$ cat src/rtl/instr_mem_loader_pkg.sv
// Shared definitions for the instruction memory loader: FSM encoding,
// default memory depth and word-index width.
package instr_mem_loader_pkg;

    localparam int LDR_DEPTH = 64;
    localparam int IDX_W     = 7;

    typedef enum logic [1:0] {
        ST_IDLE = 2'd0,
        ST_LOAD = 2'd1,
        ST_CHK  = 2'd2,
        ST_DONE = 2'd3
    } ldr_state_e;

    // Byte address of a word, matching the PC-based fetch addressing.
    function automatic logic [31:0] word_addr(input logic [IDX_W-1:0] idx);
        return 32'(idx) << 2;
    endfunction

endpackage

$ cat src/rtl/instr_mem_loader_if.sv
// Byte-stream input and instruction-memory write port of the loader.
// master = loader side, slave = byte source / memory side.
interface instr_mem_loader_if;
    logic [7:0]  rx_data;
    logic        rx_valid;
    logic        rx_ready;
    logic        mem_we;
    logic [31:0] mem_waddr;
    logic [31:0] mem_wdata;

    modport master (
        input  rx_data, rx_valid,
        output rx_ready, mem_we, mem_waddr, mem_wdata
    );

    modport slave (
        output rx_data, rx_valid,
        input  rx_ready, mem_we, mem_waddr, mem_wdata
    );
endinterface

$ cat src/rtl/instr_mem_loader_word_assembler.sv
// Little-endian byte packer: collects three low bytes and presents the full
// word combinationally together with the 4th byte (word_fire).
module loader_word_assembler (
    input  logic        clk,
    input  logic        rst_n,
    input  logic        clear,
    input  logic        byte_en,
    input  logic [7:0]  byte_in,
    output logic        word_fire,
    output logic [31:0] word
);
    logic [1:0]  byte_idx;
    logic [23:0] lo;

    assign word_fire = byte_en && (byte_idx == 2'd3);
    assign word      = {byte_in, lo};

    always_ff @(posedge clk or negedge rst_n) begin
        if (!rst_n) begin
            byte_idx <= 2'd0;
            lo       <= 24'd0;
        end else if (clear) begin
            byte_idx <= 2'd0;
            lo       <= 24'd0;
        end else if (byte_en) begin
            byte_idx <= byte_idx + 2'd1;
            case (byte_idx)
                2'd0:    lo[7:0]   <= byte_in;
                2'd1:    lo[15:8]  <= byte_in;
                2'd2:    lo[23:16] <= byte_in;
                default: lo        <= lo;
            endcase
        end
    end
endmodule

$ cat src/rtl/instr_mem_loader.sv
// Boot-time program loader: streams bytes into 32-bit instruction words.
// Optional trailing XOR checksum byte when LOADER_CHECKSUM_EN is defined.
module instr_mem_loader
    import instr_mem_loader_pkg::*;
#(
    parameter int DEPTH = LDR_DEPTH
) (
    input  logic               clk,
    input  logic               rst_n,
    input  logic               start,
    input  logic [IDX_W-1:0]   num_words,
    instr_mem_loader_if.master bus,
    output logic               busy,
    output logic               done,
    output logic               err
);
    ldr_state_e       state, state_nxt;
    logic [IDX_W-1:0] n_words, word_idx;
    logic             start_acc, byte_xfer, data_xfer, word_fire, last_written;
    logic [31:0]      word;

    assign start_acc    = (state == ST_IDLE) && start;
    assign byte_xfer    = bus.rx_valid && bus.rx_ready;
    assign data_xfer    = byte_xfer && (state == ST_LOAD);
    assign last_written = bus.mem_we && (word_idx == n_words);

    loader_word_assembler u_asm (
        .clk       (clk),
        .rst_n     (rst_n),
        .clear     (start_acc),
        .byte_en   (data_xfer),
        .byte_in   (bus.rx_data),
        .word_fire (word_fire),
        .word      (word)
    );

    always_comb begin
        state_nxt    = state;
        bus.rx_ready = 1'b0;
        busy         = 1'b0;
        done         = 1'b0;
        case (state)
            ST_IDLE: if (start) state_nxt = ST_LOAD;
            ST_LOAD: begin
                busy = 1'b1;
                // Stream stalls for the final write cycle so no byte past the
                // program is swallowed as data.
                bus.rx_ready = (word_idx != n_words);
                if (last_written) begin
`ifdef LOADER_CHECKSUM_EN
                    state_nxt = ST_CHK;
`else
                    state_nxt = ST_DONE;
`endif
                end
            end
`ifdef LOADER_CHECKSUM_EN
            ST_CHK: begin
                busy         = 1'b1;
                bus.rx_ready = 1'b1;
                if (bus.rx_valid) state_nxt = ST_DONE;
            end
`endif
            ST_DONE: begin
                done      = 1'b1;
                state_nxt = ST_IDLE;
            end
            default: state_nxt = ST_IDLE;
        endcase
    end

    always_ff @(posedge clk or negedge rst_n) begin
        if (!rst_n) begin
            state         <= ST_IDLE;
            n_words       <= '0;
            word_idx      <= '0;
            bus.mem_we    <= 1'b0;
            bus.mem_waddr <= 32'd0;
            bus.mem_wdata <= 32'd0;
        end else begin
            state      <= state_nxt;
            bus.mem_we <= word_fire;
            if (start_acc) begin
                n_words  <= (num_words == '0) ? IDX_W'(DEPTH) : num_words;
                word_idx <= '0;
            end else if (word_fire) begin
                word_idx      <= word_idx + IDX_W'(1);
                bus.mem_waddr <= word_addr(word_idx);
                bus.mem_wdata <= word;
            end
        end
    end

`ifdef LOADER_CHECKSUM_EN
    logic [7:0] csum;

    always_ff @(posedge clk or negedge rst_n) begin
        if (!rst_n) begin
            csum <= 8'd0;
            err  <= 1'b0;
        end else if (start_acc) begin
            csum <= 8'd0;
            err  <= 1'b0;
        end else begin
            if (data_xfer) csum <= csum ^ bus.rx_data;
            if (byte_xfer && state == ST_CHK) err <= (bus.rx_data != csum);
        end
    end
`else
    assign err = 1'b0;
`endif

endmodule

$ cat src/flat_wrapper.sv
// flat-port wrapper written by rule: the top's interface ports become plain ports
module instr_mem_loader_flat import instr_mem_loader_pkg::*;
#(
    parameter int DEPTH = LDR_DEPTH
)
  (clk, rst_n, start, num_words, busy, done, err, bus_rx_data, bus_rx_valid, bus_rx_ready, bus_mem_we, bus_mem_waddr, bus_mem_wdata);
  instr_mem_loader_if bus_i ();
  input  logic clk;
  input  logic rst_n;
  input  logic start;
  input  logic [IDX_W-1:0] num_words;
  output logic busy;
  output logic done;
  output logic err;
  input wire logic [$bits(bus_i.rx_data)-1:0] bus_rx_data;
  input wire logic [$bits(bus_i.rx_valid)-1:0] bus_rx_valid;
  output wire logic [$bits(bus_i.rx_ready)-1:0] bus_rx_ready;
  output wire logic [$bits(bus_i.mem_we)-1:0] bus_mem_we;
  output wire logic [$bits(bus_i.mem_waddr)-1:0] bus_mem_waddr;
  output wire logic [$bits(bus_i.mem_wdata)-1:0] bus_mem_wdata;
  assign bus_i.rx_data = bus_rx_data;
  assign bus_i.rx_valid = bus_rx_valid;
  assign bus_rx_ready = bus_i.rx_ready;
  assign bus_mem_we = bus_i.mem_we;
  assign bus_mem_waddr = bus_i.mem_waddr;
  assign bus_mem_wdata = bus_i.mem_wdata;
  instr_mem_loader #(.DEPTH(DEPTH)) u_core (.clk(clk), .rst_n(rst_n), .start(start), .num_words(num_words), .bus(bus_i), .busy(busy), .done(done), .err(err));
endmodule
$ cat config.mk
export PLATFORM = sky130hd
export DESIGN_NAME = instr_mem_loader_flat
export DESIGN_NICKNAME = d
export VERILOG_FILES = /design/src/rtl/instr_mem_loader_pkg.sv /design/src/rtl/instr_mem_loader_if.sv /design/src/rtl/instr_mem_loader_word_assembler.sv /design/src/rtl/instr_mem_loader.sv /design/src/flat_wrapper.sv
export SDC_FILE = /design/constraint.sdc
export NUM_CORES = 1
export LEC_CHECK = 0
export ABC_AREA = 1
export ABC_CLOCK_PERIOD_IN_PS = 2580
export BUFFER_PORTS_ARGS = -buffer_cell sky130_fd_sc_hd__buf_2
export CORE_MARGIN = 1
export CORE_UTILIZATION = 50
export CTS_CLUSTER_DIAMETER = 120
export DETAILED_ROUTE_END_ITERATION = 10
export PLACE_DENSITY = 0.78
export SLEW_MARGIN = 20
export SYNTH_ARGS = -nofsm -noshare
export SYNTH_HDL_FRONTEND = slang
export SYNTH_SLANG_ARGS = --single-unit
$ cat constraint.sdc
create_clock -name clk -period 2.58 [get_ports clk]
set_input_delay 0 -clock clk [delete_from_list [all_inputs] [get_ports clk]]
set_output_delay 0 -clock clk [all_outputs]
set_load 0.01 [all_outputs]
==> results.txt, run 1 <==
largest net degree at the start of global routing -> 83
layout cells sized above 1 -> 0.178
Post-synth ARST share -> 1.00
area occupied by multi-input gates -> 1370 um2
total grt overflow -> 0
worst clock skew -> 0.0108 ns
Reg area -> 2050 um2
Final Critical Period -> 1.98 ns
Yosys cell types -> 23
DIE HEIGHT -> 88.3 um
Remaining DRCs -> 0
setup_tns -> 0 ns
dpl hpwl -> 5.09 mm
critical path arrival -> 2.28 ns
setup ws final -> 0.596 ns
top-area cell type share of the netlist area -> 0.552
sequential area share after synthesis -> 0.552
fin nets -> 530
final hold violation count -> 0
GR Util All Layers -> 0.217
# rows -> 31
gpl congestion -> 0.810
drt via density -> 4.83
pwr dens -> 994 nW/um2
Crit Path Class -> reg -> reg
num ports -> 88
final-layout fill cell count -> 659
drt total wl -> 7.78 mm
setup violators final -> 0
clk slew on worst S/H paths -> 0.09 ns
final core occ -> 0.604
first-pass GRT wire length -> 12.8 mm
CP Launch Type -> register
port bufs -> 61
total number of vias -> 2947
Critical Path End Type -> register
Final Slew Violations -> 0
Die ar. -> 7790 um2
final period utilization -> 0.769
dpl ws -> 0.644 ns
DRT iter0 DRCs -> 196
Syn Inst Count -> 432
largest area contributor in the netlist -> dfrtp_1
Avg Cell Area, Syn -> 8.61 um2
Initial Util -> 0.516
initial antenna violation count -> 0
LEAKAGE -> 2.48 nW
RSZ-0062 raised after global routing -> no
outcome -> finished, final reports clean
Main synth FF type -> dfrtp_1
TritonCTS clock tree -> built
Power Total -> 4.33 mW
vias in the first global route -> 2782
CTS Buffer Depth -> 2
root buf cell -> clkbuf_8
top-count cell post-synth -> nand2_1
worst-skew pair later-pin latency -> 0.35 ns
register bit total from synthesis -> 82
area grow syn2layout -> 17.2%
slew margin rel. -> 0.521
Final ANT Viol Nets -> 0
Core ar. -> 7210 um2
dominant cells by area after synthesis -> dfrtp_1, nand2_1, buf_4, nand3_1, inv_1
worst vdd ir -> 0.522 mV
TritonRoute pass-1 iters -> 8
crit-path max FO -> 31
Worst Tran Pin Value -> 0.719 ns
worst path required time -> 2.87 ns
synthesized cell area -> 3720 um2
hold slack -> 0.0371 ns
Post-CTS Setup Inserts -> 0
per-cell routed wire length -> 12.8 um
CTS H-tree depth -> 3
maxcap violations -> 0
achievable frequency -> 0.504 GHz
Yosys warnings -> 0
CTS Buf Count -> 9
top post-synthesis cells by count -> nand2_1, dfrtp_1, nand3_1, buf_4, inv_1
diode count -> 0
die span in x -> 88.3 um
sinks on the clock net -> 82
hold crit path type -> in -> reg
EDFF count, synth -> 0
==> what timing repair did <==
| action | 4_1_cts | 5_1_grt |
|---|---|---|
| hold buffers | 17 | 0 |
| gates resized for setup | 0 | 0 |
| hold endpoints to repair | 98 | 0 |
==> sequential cells by signal, indices dropped and copies added (netlist names) <==
signal,flops
u_core.u_asm.lo,24
u_core.word_idx,7
u_core.bus.mem_we,1
u_core.n_words,7
u_core.bus.mem_waddr,7
u_core.state,2
u_core.bus.mem_wdata,32
u_core.u_asm.byte_idx,2
==> routing by layer <==
layer	wire length, um	track usage
met5	0	0
met1	3530	0.284
met3	438	0.0513
met2	3680	0.350
met4	132	0.0924
==> final cells by class <==
class	instances	share of cell area
Clock buffer	10	0.0316
Clock inverter	6	0.0115
Inverter	28	0.0241
Multi-Input combinational cell	304	0.315
Sequential cell	82	0.471
Tap cell	99	0.0284
Timing Repair Buffer	81	0.119
==> logic make-up after synthesis <==
kind of cell / Yosys count / share of synthesized area
XOR/XNOR: 9 / 0.0212
AND/OR/NAND/NOR: 242 / 0.273
buffers and inverters: 71 / 0.106
flip-flops: 82 / 0.552
other: 1 / 0.00101
AO/OA/AOI/OAI: 22 / 0.0303
adder cells (fa/ha/maj): 5 / 0.0168
==> stage by stage <==
stage               std cells  cell area, um2
global route              610            4360
CTS                       610            4360
finish                    610            4360
global placement          577            4000
floorplan                 457            3810
detailed placement        577            4000
==> report_power, final <==
| part | leakage (nW) | switching, mW | internal, mW |
|---|---|---|---|
| Clock | 0.0948 | 0.488 | 0.387 |
| Sequential | 1.04 | 0.319 | 1.79 |
| Combinational | 1.34 | 0.803 | 0.548 |
==> cells in the final DEF, fill, tap and decap left out <==
cell type / Yosys / final
nand2_1: 181 / 181
clkbuf_8: 0 / 10
clkinv_4: 0 / 2
dlygate4sd3_1: 0 / 17
buf_2: 5 / 60
nand3_1: 37 / 37
nor2_1: 13 / 13
nor4_1: 1 / 1
o21ai_0: 5 / 5
xnor2_1: 3 / 3
xor2_1: 6 / 6
clkinvlp_4: 0 / 1
nand2_4: 1 / 1
conb_1: 1 / 26
nand4_2: 3 / 3
inv_8: 0 / 1
buf_6: 0 / 1
inv_1: 26 / 25
buf_12: 0 / 1
inv_2: 2 / 3
nand4_4: 1 / 1
o21ai_1: 14 / 14
a21oi_1: 2 / 2
nor3_2: 0 / 1
inv_6: 0 / 1
a21boi_0: 1 / 1
buf_4: 32 / 2
dfrtp_1: 82 / 82
nor2_2: 2 / 2
ha_1: 5 / 5
clkinv_2: 0 / 1
nor3_1: 3 / 2
==> final timing paths <==
kind                                     startpoint                       end  slack, ns  cells after the start
max reg2reg                      u_core.word_idx[0]        u_core.word_idx[0]       0.60                     10
min reg2reg                u_core.bus.mem_wdata[21]  u_core.bus.mem_wdata[21]       0.48                      2
max                              u_core.word_idx[0]        u_core.word_idx[0]       0.60                     10
max in group asynchronous                     rst_n  u_core.bus.mem_wdata[15]       1.85                      2
min                                    bus_rx_valid  u_core.u_asm.byte_idx[1]       0.04                      3
min in group asynchronous                     rst_n  u_core.bus.mem_wdata[26]       0.25                      2
==> worst max-delay path: stages (launching register included) <==
cell	delay (ns)
dfrtp_1	0.42
inv_1	0.10
nand2_1	0.07
nand2_1	0.05
nand2_1	0.08
nor2_2	0.06
nand2_4	0.10
nand4_4	0.31
inv_2	0.51
nand2_1	0.11
nand2_1	0.10
Power figures use the tool's default switching activity.
==> run 2: changes to the inputs <==
- ABC_CLOCK_PERIOD_IN_PS: 2580 -> 1800
- CORE_UTILIZATION: 50 -> 48
- clock period: 2.58 -> 1.8 ns (I/O delays scaled with it)
==> run 2 against run 1 <==
Register-to-register slack got worse by 0.45 ns. Sequential cell count did not move. Critical path depth fell by 6. Wire length rose by 4.6%. Sequential power rose by 43%. Worst setup slack got worse by 0.54 ns. Die area rose by 4.1%. First-iteration DRC count fell by 6.1%. Final area rose by 2.6%. Largest cell class unchanged. Largest power group unchanged.
==> results.txt, run 2 (synthesis results as in run 1) <==
setup violators final -> 0 (unchanged)
LEAKAGE -> 2.53 nW (+2.1%)
port bufs -> 61 (unchanged)
critical path arrival -> 1.75 ns (-0.53 ns)
CP cell instances -> nor2_4, buf_4, a21boi_0, buf_2
Critical Path End Type -> output pin
fin nets -> 538 (+1.5%)
Biggest register -> u_core.bus.mem_wdata
Crit Path Class -> reg -> out
final period utilization -> 0.971
first-pass GRT wire length -> 13.5 mm (+5.3%)
total number of vias -> 3018 (+2.4%)
gpl congestion -> 0.800 (-1.2%)
critical path's largest stage delay -> 0.45 ns (-0.06 ns)
root buf cell -> clkbuf_8
layout cells sized above 1 -> 0.191 (+0.0127)
worst path required time -> 1.80 ns (-1.07 ns)
drt via density -> 4.88 (+1.1%)
CP max stage cell -> dfrtp_1
dpl ws -> 0.114 ns (-0.530 ns)
final hold violation count -> 0 (unchanged)
Remaining DRCs -> 0 (unchanged)
family with the most delay on the worst path -> flip-flops
area grow syn2layout -> 20.2%
Regs by FF count -> u_core.bus.mem_wdata x32, u_core.u_asm.lo x24
outcome -> finished, final reports clean
Final Critical Period -> 1.75 ns
total grt overflow -> 0 (unchanged)
most common cell after layout, fill and taps aside -> nand2_1
Initial Util -> 0.505 (-0.0109)
worst-skew pair later-pin latency -> 0.36 ns (about the same)
TritonRoute pass-1 iters -> 5 (-3)
Reg area -> 2050 um2 (unchanged)
maxcap violations -> 0 (unchanged)
DRT iter0 DRCs -> 184 (-6.1%)
worst vdd ir -> 0.781 mV (+50%)
crit-path max FO -> 5 (-84%)
setup_tns -> 0 ns (unchanged)
slew margin rel. -> 0.652 (+0.131)
per-cell routed wire length -> 13.2 um (+3.2%)
diode count -> 0 (unchanged)
Core ar. -> 7370 um2 (+2.2%)
total buffers and inverters traversed by the critical path -> 2 (unchanged)
# rows -> 31 (unchanged)
setup ws final -> 0.0520 ns (-0.544 ns)
largest net degree at the start of global routing -> 43 (-48%)
Die ar. -> 8110 um2 (+4.1%)
drt total wl -> 8.14 mm (+4.6%)
CTS H-tree depth -> 3 (unchanged)
die span in x -> 90.0 um (+2.0%)
Largest register FFs -> 32 (unchanged)
Final ANT Viol Nets -> 0 (unchanged)
CTS Buf Count -> 9 (unchanged)
TritonCTS clock tree -> built
pwr dens -> 1410 nW/um2 (+42%)
hold crit path type -> in -> reg
CP Launch Type -> register
sinks on the clock net -> 82 (unchanged)
dpl hpwl -> 5.35 mm (+5.0%)
most frequent cells in the layout -> nand2_1, dfrtp_1, buf_2
vias in the first global route -> 2821 (+1.4%)
hold slack -> 0.0433 ns (+0.00613 ns)
GR Util All Layers -> 0.215 (-0.00206)
num ports -> 88 (unchanged)
final-layout fill cell count -> 663 (+0.61%)
Post-CTS Setup Inserts -> 0 (unchanged)
worst clock skew -> 0.00777 ns (-0.00300 ns)
DIE HEIGHT -> 90.0 um (+2.0%)
clk slew on worst S/H paths -> 0.08 ns (about the same)
initial antenna violation count -> 0 (unchanged)
RSZ-0062 raised after global routing -> no
Worst Tran Pin Value -> 0.522 ns (-0.197 ns)
CTS Buffer Depth -> 2 (unchanged)
Final Slew Violations -> 0 (unchanged)
achievable frequency -> 0.572 GHz
area occupied by multi-input gates -> 1380 um2 (+0.55%)
run 2: cell count changes in the layout (fill, tap and decap cells not counted), moves of 2 or more:
| cell | previous run | this run |
|---|---|---|
| buf_12 | 1 | 3 |
| buf_4 | 2 | 7 |
| clkinv_4 | 2 | 0 |
| clkinvlp_4 | 1 | 3 |
| inv_2 | 3 | 1 |
run 2: final cells by class:
cell class | instances | share of cell area
tap | 99 | 0.0277
clock inverter | 5 | 0.00811
sequential | 82 | 0.459
clock buffer | 11 | 0.0339
multi-input combinational | 304 | 0.309
timing repair buffer | 89 | 0.139
inverter | 28 | 0.0241
run 2: timing repair:
| item | in CTS | in global routing |
|---|---|---|
| hold endpoints to repair | 56 | 0 |
| hold buffers | 17 | 0 |
| setup endpoints to repair | 1 | 29 |
| resized for setup | 1 | 4 |
| cloned | 0 | 1 |
run 2: power breakdown:
part           switching (mW)  internal [mW]
Clock                   0.667          0.578
Combinational            1.19          0.852
Sequential              0.445           2.56
Total                    2.31           3.99
run 2: tightest hold or removal path, delay by kind of cell:
family / cells / cell delay, ns
buf+inv: 1 / 0.15
simple gates: 1 / 0.10
compound gates: 1 / 0.10
run 2: final timing paths:
path / startpoint / endpoint / slack [ns] / cells past startpoint
max in group asynchronous: rst_n / u_core.bus.mem_wdata[12] / 1.04 / 3
min in group asynchronous: rst_n / u_core.n_words[4] / 0.15 / 2
min: bus_rx_valid / u_core.u_asm.byte_idx[1] / 0.04 / 3
max reg2reg: u_core.word_idx[1] / u_core.word_idx[4] / 0.15 / 11
min reg2reg: u_core.u_asm.lo[17] / u_core.bus.mem_wdata[17] / 0.47 / 2
max: u_core.state[1] / bus_rx_ready / 0.05 / 4
run 2: metal layers:
layer / part of all wire / GRT usage / vias to the layer above / wire, um
met5: 0 / 0 / - / 0
met4: 0.021 / 0.109 / 0 / 173
met3: 0.058 / 0.0372 / 14 / 473
met2: 0.48 / 0.338 / 117 / 3930
met1: 0.44 / 0.289 / 1434 / 3570
li1: - / - / 1453 / -
run 2: per-stage QoR:
| stage | instance area [um2] | total power, mW | util | cells |
|---|---|---|---|---|
| after global placement | 4080 | 4.91 | 0.553 | 584 |
| after CTS | 4440 | 6.28 | 0.602 | 617 |
| final | 4470 | 6.30 | 0.607 | 618 |
| after floorplan | 3810 | 4.27 | - | 457 |
| after detailed placement | 4080 | 5.01 | 0.553 | 584 |
| after global routing | 4470 | 6.77 | 0.607 | 618 |
==> run 3: changes to the inputs <==
- BUFFER_PORTS_ARGS: -buffer_cell sky130_fd_sc_hd__buf_2 -> default
- CORE_UTILIZATION: 48 -> 50
- CTS_CLUSTER_DIAMETER: 120 -> default
- DONT_BUFFER_PORTS: default -> 1
- MAX_ROUTING_LAYER: default -> met4
- PLACE_DENSITY: 0.78 -> 0.71
==> run 3 against run 2 <==
The run now ends with negative hold slack left. Die area down 3.9%. Clock skew increased by 0.0023 ns. Fmax grew 3.7%. Via count is 9.4% lower. Power fell by 2.0%. Combinational power shrank 33%. Wire length shrank 6.5%. Worst setup slack improved by 0.063 ns. Sequential cell count is the same. Largest cell class unchanged. Largest power group unchanged. Highest routed layer unchanged.
==> results.txt, run 3 (synthesis results as in run 1) <==
TritonRoute pass-1 iters -> 4 (-1)
maxcap violations -> 0 (unchanged)
dpl ws -> 0.0919 ns (-0.0225 ns)
drt via density -> 4.90 (+0.37%)
pwr dens -> 1480 nW/um2 (+5.1%)
final cell count without fillers -> 558 (-9.7%)
hold slack -> -0.670 ns (-0.713 ns)
DIE HEIGHT -> 88.3 um (-2.0%)
first-pass GRT wire length -> 12.5 mm (-7.5%)
final core occ -> 0.578 (-0.0289)
largest net degree at the start of global routing -> 83 (+93%)
metal2 WL -> 3.61 mm (-7.9%)
num ports -> 88 (unchanged)
CTS H-tree depth -> 3 (unchanged)
vias in the first global route -> 2549 (-9.6%)
most common cell after layout, fill and taps aside -> nand2_1
# rows -> 31 (unchanged)
fin nets -> 478 (-11%)
CP max stage cell -> dfrtp_1
setup violators final -> 0 (unchanged)
Biggest register -> u_core.bus.mem_wdata
RSZ-0062 raised after global routing -> no
per-cell routed wire length -> 13.6 um (+3.6%)
Critical Path End Type -> register
GR Util All Layers -> 0.220 (+0.00446)
final hold violation count -> 82 (+82)
FF-to-FF End -> u_core.word_idx[4]
hold crit path type -> in -> async
Crit. Startpoint -> u_core.word_idx[4]
Final Critical Period -> 1.69 ns (-0.0629 ns)
clk slew on worst S/H paths -> 0.08 ns (about the same)
setup_tns -> 0 ns (unchanged)
CTS Buffer Depth -> 2 (unchanged)
worst path required time -> 2.05 ns (+0.25 ns)
reg2reg start -> u_core.word_idx[4]
Final Slew Violations -> 0 (unchanged)
setup ws final -> 0.115 ns (+0.0629 ns)
TritonCTS clock tree -> built
Regs by FF count -> u_core.bus.mem_wdata x32, u_core.u_asm.lo x24
initial antenna violation count -> 0 (unchanged)
crit-path max FO -> 10 (+5)
layout cells sized above 1 -> 0.0806 (-0.110)
M1 WL -> 3.46 mm (-2.9%)
final-layout fill cell count -> 674 (+1.7%)
sinks on the clock net -> 82 (unchanged)
die span in x -> 88.3 um (-2.0%)
root buf cell -> clkbuf_8
dpl hpwl -> 5.00 mm (-6.6%)
Crit Path Class -> reg -> reg
Post-Place Cells -> 524 (-10%)
worst vdd ir -> 0.716 mV (-8.3%)
setup slack, reg-to-reg -> 0.11 ns (-0.04 ns)
last element of the critical path -> u_core.word_idx[4]
outcome -> finished, violations left
final period utilization -> 0.936 (-0.0349)
Final ANT Viol Nets -> 0 (unchanged)
Die ar. -> 7790 um2 (-3.9%)
total grt overflow -> 0 (unchanged)
Core ar. -> 7210 um2 (-2.1%)
failing checks -> negative hold slack
worst-skew pair later-pin latency -> 0.36 ns (about the same)
metal3 WL -> 426 um (-9.9%)
Initial Util -> 0.516 (+0.0109)
gpl congestion -> 0.800 (about the same)
highest routed layer -> met4
LEAKAGE -> 2.26 nW (-11%)
CTS Buf Count -> 9 (unchanged)
worst clock skew -> 0.0100 ns (+0.00227 ns)
CP cell instances -> xnor2_1, nand2_1, nor2_1, nand2_4, nand4_4, buf_4, nand2_1, nand2_1, nand2_1
area grow syn2layout -> 12.1%
FF-to-FF path depth -> 9 (-2)
Post-CTS Setup Inserts -> 0 (unchanged)
achievable frequency -> 0.593 GHz (+3.7%)
CP Launch Type -> register
Remaining DRCs -> 0 (unchanged)
Largest register FFs -> 32 (unchanged)
port bufs -> 0 (-100%)
most frequent cells in the layout -> nand2_1, dfrtp_1, nand3_1
diode count -> 0 (unchanged)
DRT iter0 DRCs -> 163 (-11%)
critical path arrival -> 1.94 ns (+0.19 ns)
drt total wl -> 7.61 mm (-6.5%)
Critical Path Most Common Cell -> nand2_1
critical path's largest stage delay -> 0.44 ns (about the same)
total number of vias -> 2735 (-9.4%)
==> run 3: per-stage QoR <==
stage,cell area (um2),power (mW)
after floorplan,3810,4.27
final,4170,6.17
after global routing,4170,6.62
after CTS,4160,6.22
after detailed placement,3750,4.63
after global placement,3750,4.56
==> run 3: layout make-up <==
class                           count  area, um2  area share
Tap cell                           99        124      0.0297
Inverter                           28        108      0.0258
Clock buffer                       11        151      0.0363
Clock inverter                      5       85.1      0.0204
Timing Repair Buffer               29        275      0.0660
Sequential cell                    82       2050       0.492
Multi-Input combinational cell    304       1370       0.330
==> run 3: routing by layer <==
| metal | vias up | global-route usage |
|---|---|---|
| met4 | 0 | 0.0704 |
| li1 | 1333 | - |
| met1 | 1304 | 0.293 |
| met3 | 10 | 0.0588 |
| met2 | 88 | 0.328 |
| met5 | - | - |
==> run 3: worst min-delay path by stage <==
stage / start / to / slack [ns]
after floorplan: rst_n / u_core.bus.mem_waddr[2] / -0.30
after global placement: rst_n / u_core.bus.mem_wdata[4] / -0.29
after detailed placement: rst_n / u_core.bus.mem_wdata[4] / -0.29
after CTS: rst_n / u_core.bus.mem_wdata[27] / -0.69
after global routing: rst_n / u_core.bus.mem_wdata[7] / -0.69
final: rst_n / u_core.bus.mem_wdata[4] / -0.67
==> run 3: critical path: cells and delay by family, from the launching register on <==
| family | cells | cell delay, ns |
|---|---|---|
| XOR/XNOR | 1 | 0.19 |
| AND/OR/NAND/NOR | 7 | 0.76 |
| flip-flops | 1 | 0.44 |
| buffers and inverters | 1 | 0.20 |
==> run 3: power breakdown <==
part	internal [mW]	switching [mW]	total, mW
sequential	2.56	0.687	3.25
clock	0.864	0.685	1.55
combinational	0.571	0.798	1.37
==> run 3: timing repair <==
action | 4_1_cts | 5_1_grt
endpoints found under the hold margin | 124 | 83
resized for setup | 0 | 2
setup endpoints to repair | 0 | 30
hold buffers | 17 | 1
